$ cat src/rtl/rr_arb_pkg.sv
`default_nettype none
// ============================================================================
// Module      : rr_arb_pkg
// Description : Shared constants, state encoding and round-robin pick helper
//               for the rr_decoder_arbiter block.
// Revision    : 1.0 - initial release
// ============================================================================
package rr_arb_pkg;

   localparam int NUM_REQ = 8;
   localparam int IDX_W   = 3;

   typedef enum logic [0:0] {
      IDLE  = 1'b0,
      GRANT = 1'b1
   } state_t;

   // First set request bit at or above ptr, wrapping 7->0. The index sum is
   // IDX_W bits wide, so the wrap falls out of the natural overflow.
   function automatic logic [IDX_W-1:0] rr_pick(
      input logic [NUM_REQ-1:0] req,
      input logic [IDX_W-1:0]   ptr
   );
      logic [IDX_W-1:0] idx;
      logic             found;
      rr_pick = ptr;
      found   = 1'b0;
      for (int k = 0; k < NUM_REQ; k++) begin
         idx = ptr + IDX_W'(k);
         if (!found && req[idx]) begin
            rr_pick = idx;
            found   = 1'b1;
         end
      end
   endfunction

endpackage
`default_nettype wire

$ cat src/rtl/dec3to8.sv
`default_nettype none
// ============================================================================
// Module      : dec3to8
// Description : 3-to-8 one-hot decoder with enable; all zero when disabled.
// Revision    : 1.0 - initial release
// ============================================================================
module dec3to8
   import rr_arb_pkg::*;
(
   input  logic [IDX_W-1:0]   i_idx,
   input  logic               i_en,
   output logic [NUM_REQ-1:0] o_onehot
);

   // Set the single bit selected by the index when enabled.
   always_comb begin
      o_onehot = '0;
      if (i_en) begin
         o_onehot[i_idx] = 1'b1;
      end
   end

endmodule
`default_nettype wire

$ cat src/rtl/rr_decoder_arbiter.sv
`default_nettype none
// ============================================================================
// Module      : rr_decoder_arbiter
// Description : 8-way round-robin arbiter with a bounded hold time. A grant is
//               always followed by at least one idle cycle; exceeding the hold
//               limit force-releases the owner and pulses timeout.
// Revision    : 1.0 - initial release
// ============================================================================
module rr_decoder_arbiter
   import rr_arb_pkg::*;
#(
   parameter int MAX_HOLD = 15
)
(
   input  logic               clk,
   input  logic               reset,
   input  logic [NUM_REQ-1:0] req,
   input  logic               done,
   output logic [NUM_REQ-1:0] grant,
   output logic [IDX_W-1:0]   grant_idx,
   output logic               grant_valid,
   output logic               timeout
);

   localparam int                HOLD_W     = $clog2(MAX_HOLD + 1);
   localparam logic [HOLD_W-1:0] C_HOLD_MAX = HOLD_W'(MAX_HOLD);
   localparam logic [HOLD_W-1:0] C_HOLD_ONE = HOLD_W'(1);

   state_t              r_state;
   state_t              w_state_nxt;
   logic [IDX_W-1:0]    r_owner;
   logic [IDX_W-1:0]    w_owner_nxt;
   logic [IDX_W-1:0]    r_ptr;
   logic [IDX_W-1:0]    w_ptr_nxt;
   logic [HOLD_W-1:0]   r_hold;
   logic [HOLD_W-1:0]   w_hold_nxt;
   logic                r_timeout;
   logic                w_timeout_nxt;
   logic                w_limit;

   assign w_limit = (r_hold == C_HOLD_MAX);

   // Next-state logic: arbitrate in IDLE, watch for release in GRANT.
   always_comb begin
      w_state_nxt   = r_state;
      w_owner_nxt   = r_owner;
      w_ptr_nxt     = r_ptr;
      w_hold_nxt    = r_hold;
      w_timeout_nxt = 1'b0;
      case (r_state)
         IDLE: begin
            if (|req) begin
               w_state_nxt = GRANT;
               w_owner_nxt = rr_pick(req, r_ptr);
               w_hold_nxt  = C_HOLD_ONE;
            end
         end
         GRANT: begin
            if (done || !req[r_owner] || w_limit) begin
               w_state_nxt   = IDLE;
               w_ptr_nxt     = r_owner + IDX_W'(1);
               w_hold_nxt    = '0;
               // Only a release caused purely by the hold limit is a timeout.
               w_timeout_nxt = w_limit && !done && req[r_owner];
            end else begin
               w_hold_nxt = r_hold + C_HOLD_ONE;
            end
         end
         default: begin
            w_state_nxt = IDLE;
         end
      endcase
   end

   // State register; reset overrides every other input.
   always_ff @(posedge clk) begin
      if (reset) begin
         r_state   <= IDLE;
         r_owner   <= '0;
         r_ptr     <= '0;
         r_hold    <= '0;
         r_timeout <= 1'b0;
      end else begin
         r_state   <= w_state_nxt;
         r_owner   <= w_owner_nxt;
         r_ptr     <= w_ptr_nxt;
         r_hold    <= w_hold_nxt;
         r_timeout <= w_timeout_nxt;
      end
   end

   // Outputs are decoded from registered state only.
   assign grant_valid = (r_state == GRANT);
   assign grant_idx   = grant_valid ? r_owner : '0;
   assign timeout     = r_timeout;

   dec3to8 u_dec (
      .i_idx    (grant_idx),
      .i_en     (grant_valid),
      .o_onehot (grant)
   );

endmodule
`default_nettype wire

$ cat config.mk
export PLATFORM = sky130hd
export DESIGN_NAME = rr_decoder_arbiter
export DESIGN_NICKNAME = d
export VERILOG_FILES = /design/src/rtl/rr_arb_pkg.sv /design/src/rtl/dec3to8.sv /design/src/rtl/rr_decoder_arbiter.sv
export SDC_FILE = /design/constraint.sdc
export NUM_CORES = 1
export LEC_CHECK = 0
export CORE_MARGIN = 2
export CORE_UTILIZATION = 33
export DETAILED_ROUTE_END_ITERATION = 12
export GPL_ROUTABILITY_DRIVEN = 0
export GPL_TIMING_DRIVEN = 1
export PLACE_DENSITY = 0.56
export SLEW_MARGIN = 20
export SYNTH_ARGS = -nofsm -noshare
export SYNTH_HDL_FRONTEND = slang
export SYNTH_SLANG_ARGS = --single-unit
export TNS_END_PERCENT = 10
$ cat constraint.sdc
create_clock -name clk -period 3.2 [get_ports clk]
set_input_delay 0.48 -clock clk [delete_from_list [all_inputs] [get_ports clk]]
set_output_delay 0.48 -clock clk [all_outputs]
set_load 0.01 [all_outputs]
# --- After elaboration in Yosys (flattened, before gate mapping) ---
# Cells that the tools add are included.
word_totals:
  register_bits: 12
  input_bits: 11
  out_inout_bits: 13
op_classes:
  add_sub_neg: 9
  n_lt_le_gt_ge: 11
  eq_ne: 2
  mux: 56
  bitwise: 2
  n_reduce_logical: 25
ops:
  columns: ["cell", "n"]
  rows:
  - ["$lt A3 B4 Y1 const B", 10]
  - ["$mux W1", 33]
  - ["$bmux W1 S3", 9]
  - ["$mux W3", 8]
  - ["$add A3 B3 Y3 const B", 4]
  - ["$logic_and A1 B1 Y1", 10]
  - ["$logic_not A1 Y1", 9]
  - ["$mux W4", 2]
  - ["$mux W8", 1]
  - ["$pmux W4 S2", 1]
  - ["$reduce_or A8 Y1", 1]
  - ["$add A3 B1 Y3 const B", 2]
  - ["$add A3 B2 Y3 const B", 2]
  - ["$add A4 B1 Y4 const B", 1]
  - ["$eq A4 B4 Y1 const B", 1]
  - ["$reduce_and A2 Y1", 2]
  - ["$demux W1 S3", 1]
  - ["$ge A3 B1 Y1 const B", 1]
  - ["$reduce_or A3 Y1", 1]
  - ["$logic_or A1 B1 Y1", 2]
  - ["$ne A2 B2 Y1 const B", 1]
  - ["$not A1 Y1", 2]
  - ["$pmux W1 S2", 1]

# --- Longest topological paths before layout ---
# Gate-level depths: netlist of the first run.
depth:
  depth_word: 38
  depth_mapped: 13

# --- By module ---
# Synthesis of the first run repeated with hierarchy kept, for this count alone.
hier_totals:
  cells_unflattened: 166
  hier_area_um2: 1609.0
by_module_without_submodules:
  columns: ["mod", "instances", "cells_each", "area_per_inst_um2", "seq_area_each_um2"]
  rows:
  - ["rr_decoder_arbiter", 1, 158, 1514.0, 240.2]
  - ["dec3to8", 1, 8, 95.1, 0.0]

# --- Worst setup path before layout of the first run ---
# Ideal clock, no wire load.
synth_timing:
  path_type: "register -> register"
  from: "register r_ptr[0]"
  to: "register r_owner[2]"
  setup_ns: 0.135
  arrival_ns: 2.752
  required_time_ns: 3.065
  path_slack_ns: 0.313
  stages_incl_launch_ff: 13
  n_path_buf: 2
  synth_period_minus_slack_ns: 2.887
  path_cell_list: "dfxtp_1 buf_2 inv_1 ha_1 buf_6 mux4_2 mux2i_1 a22oi_2 nor3_4 nand2_1 or2_1 a31oi_1 a2111oi_2"
synth_via:
  elab_chain_cells: 38
synth_rtl:
  columns: ["item", "line", "text"]
  rows:
  - ["start, declared", "rr_decoder_arbiter.sv:33", "logic [IDX_W-1:0] r_ptr;"]
  - ["start signal, assigned", "rr_decoder_arbiter.sv:86", "r_ptr <= w_ptr_nxt;"]
  - ["$bmux W1 S3", "rr_arb_pkg.sv:30", "if (!found && req[idx]) begin"]
  - ["$mux W1 (not written as such)", "rr_arb_pkg.sv:30", null]
  - ["$mux W1", "rr_arb_pkg.sv:30", null]
  - ["$mux W1", "rr_decoder_arbiter.sv:52", "if (|req) begin"]
  - ["$mux W1", "rr_decoder_arbiter.sv:50", "case (r_state)"]
  - ["$logic_not A1 Y1", "rr_arb_pkg.sv:30", null]
  - ["$logic_and A1 B1 Y1", "rr_arb_pkg.sv:30", null]
  - ["$mux W1", "rr_arb_pkg.sv:30", null]
  - ["[... 22 more ...]", null, null]
  - ["$logic_not A1 Y1", "rr_arb_pkg.sv:30", null]
  - ["$logic_and A1 B1 Y1", "rr_arb_pkg.sv:30", null]
  - ["$mux W1", "rr_arb_pkg.sv:30", null]
  - ["$mux W1", "rr_decoder_arbiter.sv:52", null]
  - ["$mux W1", "rr_decoder_arbiter.sv:50", null]
  - ["$logic_not A1 Y1", "rr_arb_pkg.sv:30", null]
  - ["$logic_and A1 B1 Y1", "rr_arb_pkg.sv:30", null]
  - ["$mux W3 (*)", "rr_arb_pkg.sv:30", null]
  - ["end signal, assigned", "rr_decoder_arbiter.sv:85", "r_owner <= w_owner_nxt;"]
  - ["end, declared", "rr_decoder_arbiter.sv:31", "logic [IDX_W-1:0] r_owner;"]
# Mark *: on every way between the ends. The rest lies on a longest branch, timed or not. The select of a mux whose other input is x is not followed.
# A chain may end at the register's enable or synchronous reset.

# --- Worst setup path after layout of the first run ---
layout_timing:
  from: "register r_ptr[1]"
  to: "register r_owner[2]"
# Same word-level chain as after synthesis.

==> qor.csv, run 1 <==
metric,value,unit
die_w,73.7,µm
grt_setup_unrepaired,no,
critPathTopFamily,multiplexers,
utilization,41.4,%
async_flop_share,0,%
drtPass1Iterations,4,
synth_top_area_share,22.5,%
cp.buffers_inverters,2,
status,"finished, final reports clean",
path_cells,"inv_1, ha_2, buf_4, mux2_2, mux2i_1, a221oi_4, nor3_4, nand2_1, or2_1, a31oi_1, a2111oi_2",
totalNegativeSetupSlack,0,ps
cp-end-kind,register,
yosys_most_used_dff,dfxtp_1,
htreeDepth,1,
ios,24,
wl_per_cell,16.3,µm
nFillCells,481,
holdPathStages,2,
synth_top_cell_by_area,mux4_2,
avgSynthCellArea,8.44,µm²
portBuffers,23,
yosysWarnings,0,
ir_drop,194,µV
grt_pass1_wl,7290,µm
reg2regPathDepth,11,
dp_hpwl,3380,µm
core_area,0.00469,mm²
fin_skew,7.07,ps
min_period_over_period,89.9,%
drcViolationCount,0,
power_leakage,0.690,nW
initial_core_util,34.2,%
hold_buffers,0,
synth_compound_area_share,19.8,%
clk_pin_slew,50,ps
ys_seq_area_share,15.0,%
drv_cap,0,
layout_min_cycle_time,2880,ps
cts_root_buf,clkbuf_8,
synthXorXnorAreaFrac,2.73,%
holdCritPathClass,reg -> reg,
synthSimpleGateAreaFrac,24.4,%
viasPerCell,6.00,
grt_pass1_vias,1480,
numCtsBuffers,3,
crit_path_end,r_owner[2],
syn_to_final_growth,21.3,%
dr_total_vias,1595,
drt_first_iter_violations,80,
drive_gt1_share,17.5,%
path_max_fanout,8,
synth_edf_count,0,
ant_nets,0,
clkLatencyLatePin,240,ps
final_nets,229,
cts_tree,built,
synth_fa_ha_area_share,3.12,%
muxShareOfSynthArea,28.4,%
ff2ff_setup_slack,320,ps
layout_commonest_cell,clkdlybuf4s50_1,
worst-path-stages,11,
grt_max_degree,19,
slew_headroom,60.2,%
slowest_stage,ha_2,
worst_slew_pin_slew,596,ps
cts_resized,0,
synth_area,0.00160,mm²
cts_sinks,12,
grt_usage,17.1,%
synth.area.top_cells,"mux4_2, dfxtp_1, nor2_1",
slew_viol_final,0,
dieArea,0.00543,mm²
cp.required,3300,ps
finalSetupViolations,0,
syn_inst,190,
max_freq,348,MHz
multi_input_area,0.00126,mm²
synth_top_family_by_area,multiplexers,
arrival,2970,ps
pwr_density_cell,592,mW/mm²
post_synth_num_cell_types,51,
wl,4350,µm
die_h,73.7,µm
crit_start,r_ptr[1],
critPathLaunchType,register,
rows,25,
clock_path_buffers,2,
critPathKind,reg -> reg,
grt_antenna_before_repair,0,
regArea,240,µm²
crit_path_max_incr_delay,490,ps
grt_overflow,0,
finalHoldViolations,0,
timing.rr.end,r_owner[2],
diodes,0,
postCtsSetupRepairBufs,0,
final_cell_mix,"clkdlybuf4s50_1, nor2_1, nand2_1, mux4_2, dfxtp_1",
r2r-start,r_ptr[1],
ys_seq_elements,12,
syn_nets,205,
## power breakdown
group / switching [W] / internal (W) / total (W)
Combinational: 0.000416 / 0.000376 / 0.000792
Sequential: 0.0000495 / 0.000173 / 0.000223
Clock: 0.0000538 / 0.0000828 / 0.000137
## final cells by class
cell class	instances	area share, %
well taps	54	3.47
flip-flops and latches	12	12.4
clock buffers	3	2.12
multi-input cells	155	64.8
repair buffers	32	15.3
inverters	10	1.93
## how the worst min path moves through the flow
stage / startpoint / endpoint / slack [ps]
after global placement: r_hold[3] / r_hold[3] / 500
final: r_hold[3] / r_hold[3] / 510
after floorplan: r_hold[3] / timeout / 470
after global routing: r_hold[3] / timeout / 550
after detailed placement: r_hold[3] / r_hold[3] / 500
after CTS: r_hold[3] / r_hold[3] / 510
## worst register-to-register path, cell delays in order, from the launching register on
cell	delay (ps)
dfxtp_1	350
inv_1	80
ha_2	490
buf_4	200
mux2_2	370
mux2i_1	240
a221oi_4	160
nor3_4	240
nand2_1	90
or2_1	240
a31oi_1	210
a2111oi_2	70
## cell usage after synthesis, drive strengths merged, types with 2 or more instances
library cell,n
o21a,2
a21oi,10
xor2,2
a22oi,2
o311ai,2
nor3b,3
clkbuf,7
a211oi,2
ha,4
xnor2,3
nand2,18
nor4,2
dfxtp,12
buf,6
o21ai,11
inv,10
mux4,16
or3,2
mux2,4
mux2i,5
nand3b,2
nor2,20
o22ai,3
nor3,11
nand3,6
and3,2
nor2b,3
nand2b,3
a2111oi,3
## sequential cells by signal (all words and copies together) (netlist names)
signal,flops
r_hold,4
r_owner,3
r_ptr,3
grant_valid,1
timeout,1
## metrics by stage
stage | worst slack [ps] | std cells | total power, W | area [µm²] | hold slack [ps]
4_1_cts | 182 | 266 | 0.00115 | 1940 | 509
5_1_grt | 66.4 | 266 | 0.00124 | 1940 | 545
6_report | 324 | 266 | 0.00115 | 1940 | 506
3_5_place_dp | 177 | 263 | 0.00101 | 1900 | 503
3_3_place_gp | 195 | 263 | 0.00102 | 1900 | 499
2_1_floorplan | 313 | 190 | 0.000806 | 1600 | 469
## kinds of logic after synthesis
family                     after synthesis
and+or+nand+nor                         77
AOI/OAI and AO/OA                       44
muxes                                   25
buffers and inverters                   23
DFF                                     12
xor gates and xnor gates                 5
adders and majority gates                4
## per-layer routing
metal  vias to the layer above  share of wire, %  routed length, µm  global-route usage, %
li1                        770                 -                  -                      -
met1                       764                45               1970                   24.2
met5                         -                 0                  0                      0
met2                        53                48               2110                   27.7
met3                         8               4.3                186                   1.23
met4                         0               2.0                 88                   5.05
No activity file was read; power rests on OpenSTA's default activity.
==> inputs of run 2 (changes only) <==
Settings changed: CORE_ASPECT_RATIO set to 0.8.
==> run 2 against run 1 <==
  * Clock-buffer cell count rose by 1
  * Sequential power barely moved
  * Die area barely moved
  * Utilization rose by 0.74 points
  * Total power rose by 1.8%
  * Flip-flop and latch count did not move
  * Sequential share of layout area barely moved
  * Global-route usage fell by 0.61 points
  * Routed wire length fell by 2.7%
  * Setup slack got worse by 39 ps
  * Via count fell by 1.4%
  * Critical path depth did not move
  * Critical endpoint unchanged
  * Largest cell class unchanged
  * Largest power group unchanged
  * Highest routed layer unchanged
==> qor.csv, run 2 (synthesis gave the netlist of run 1 again) <==
metric,value,unit,change
place_inst,267,,+1.5%
stdcell_area,0.00195,mm²,+0.32%
path_max_fanout,12,,+4
finalSetupViolations,0,,unchanged
grt_overflow,0,,unchanged
cts_sinks,12,,unchanged
drt_first_iter_violations,104,,+30%
finalNonFillerCells,271,,+1.9%
portBuffers,23,,unchanged
core_area,0.00462,mm²,-1.4%
syn_to_final_growth,21.7,%,
grt_max_degree,19,,unchanged
regArea,240,µm²,unchanged
dp_hpwl,3250,µm,-3.8%
slew_viol_final,0,,unchanged
max_freq,343,MHz,-1.3%
multi_input_area,0.00126,mm²,unchanged
viasPerCell,5.80,,-3.2%
clock_path_buffers,2,,unchanged
drive_gt1_share,17.1,%,-0.39 points
die_h,66.3,µm,-10%
initial_core_util,34.7,%,+0.50 points
diodes,0,,unchanged
totalNegativeSetupSlack,0,ps,unchanged
grt_antenna_before_repair,0,,unchanged
clk_pin_slew,50,ps,about the same
holdCritPathClass,reg -> reg,,
fin_skew,0.697,ps,-6.37 ps
arrival,3020,ps,+50 ps
total_power,0.00117,W,+1.8%
grt_setup_unrepaired,no,,
top_regs,"r_hold (4), r_owner (3), r_ptr (3)",,
final_cell_mix,"clkdlybuf4s50_1, nor2_1, nand2_1, mux4_2, dfxtp_1",,
reg2regPathDepth,11,,unchanged
ios,24,,unchanged
grt_usage,16.5,%,-0.61 points
min_period_over_period,91.1,%,+1.2 points
numCtsBuffers,3,,unchanged
critPathKind,reg -> reg,,
cp-end-kind,register,,
grt_pass1_vias,1357,,-8.3%
clkLatencyLatePin,240,ps,about the same
cp.required,3310,ps,about the same
place_area,0.00189,mm²,-0.39%
worst_slew_pin_slew,636,ps,+40.7 ps
ir_drop,184,µV,-5.3%
whs,502,ps,-3.98 ps
finalHoldViolations,0,,unchanged
top_register,r_hold,,
pwr_density_cell,601,mW/mm²,+1.4%
layout_min_cycle_time,2920,ps,+39.3 ps
wl,4230,µm,-2.7%
cts_root_buf,clkbuf_8,,
holdPathStages,2,,unchanged
nFillCells,500,,+4.0%
drcViolationCount,0,,unchanged
cts_tree,built,,
dr_total_vias,1573,,-1.4%
slew_headroom,57.2,%,-3.0 points
htreeDepth,1,,unchanged
dieArea,0.00543,mm²,about the same
rows,22,,-12%
layout_commonest_cell,clkdlybuf4s50_1,,
final_nets,227,,-0.87%
largest_reg_flops,4,,unchanged
drtPass1Iterations,4,,unchanged
critPathLaunchType,register,,
wl_per_cell,15.6,µm,-4.5%
grt_pass1_wl,6940,µm,-4.7%
status,"finished, final reports clean",,
power_leakage,0.687,nW,-0.37%
die_w,81.9,µm,+11%
hold_buffers,0,,unchanged
ant_nets,0,,unchanged
drv_cap,0,,unchanged
run 2: changes by cell type in the layout (fill, tap and decap cells not counted):
cell | before | now
buf_4 | 9 | 7
clkbuf_8 | 3 | 4
run 2: cell type report:
cell class / count / area share [%]
multi-input cells: 155 / 64.6
well taps: 60 / 3.85
inverters: 10 / 1.92
clock buffers: 4 / 2.82
repair buffers: 30 / 14.5
flip-flops and latches: 12 / 12.3
run 2: worst max-delay path: stages (launching register included):
cell,delay (ps)
dfxtp_1,320
inv_1,80
ha_2,460
buf_4,240
mux2_2,390
mux2i_1,240
a221oi_4,160
nor3_4,240
nand2_1,90
or2_1,230
a31oi_1,220
a2111oi_2,80
run 2: report_power, final:
group	total [W]	internal, W	switching (W)
Combinational	0.000782	0.000364	0.000418
Sequential	0.000220	0.000173	0.0000475
Clock	0.000169	0.000109	0.0000603
Total	0.00117	0.000646	0.000526
run 2: per-stage QoR:
step / worst slack [ps] / utilization (%)
final: 284 / 42.2
after global routing: 41.8 / 42.2
after CTS: 187 / 42.1
after detailed placement: 111 / 40.9
after global placement: 154 / 40.9
after floorplan: 313 / -
run 2: path summary, 6_finish.rpt:
| check | start | slack (ps) | end |
|---|---|---|---|
| worst max-delay path | r_ptr[1] | 280 | r_owner[2] |
| worst min-delay path | r_hold[3] | 500 | timeout |
| worst max register to register | r_ptr[1] | 280 | r_owner[2] |
| worst min register to register | r_hold[3] | 500 | timeout |
run 2: layer usage:
metal	GRT usage, %	wire length [µm]	vias to the layer above
met3	3.14	278	3
met4	1.67	10	0
met2	23.7	1860	37
met1	25.8	2080	767
met5	0	0	-
li1	-	-	766
run 2: repair_timing:
item / CTS / global route
endpoints found under the setup margin: 0 / 1
buffers inserted: 0 / 0
resized for setup: 0 / 1
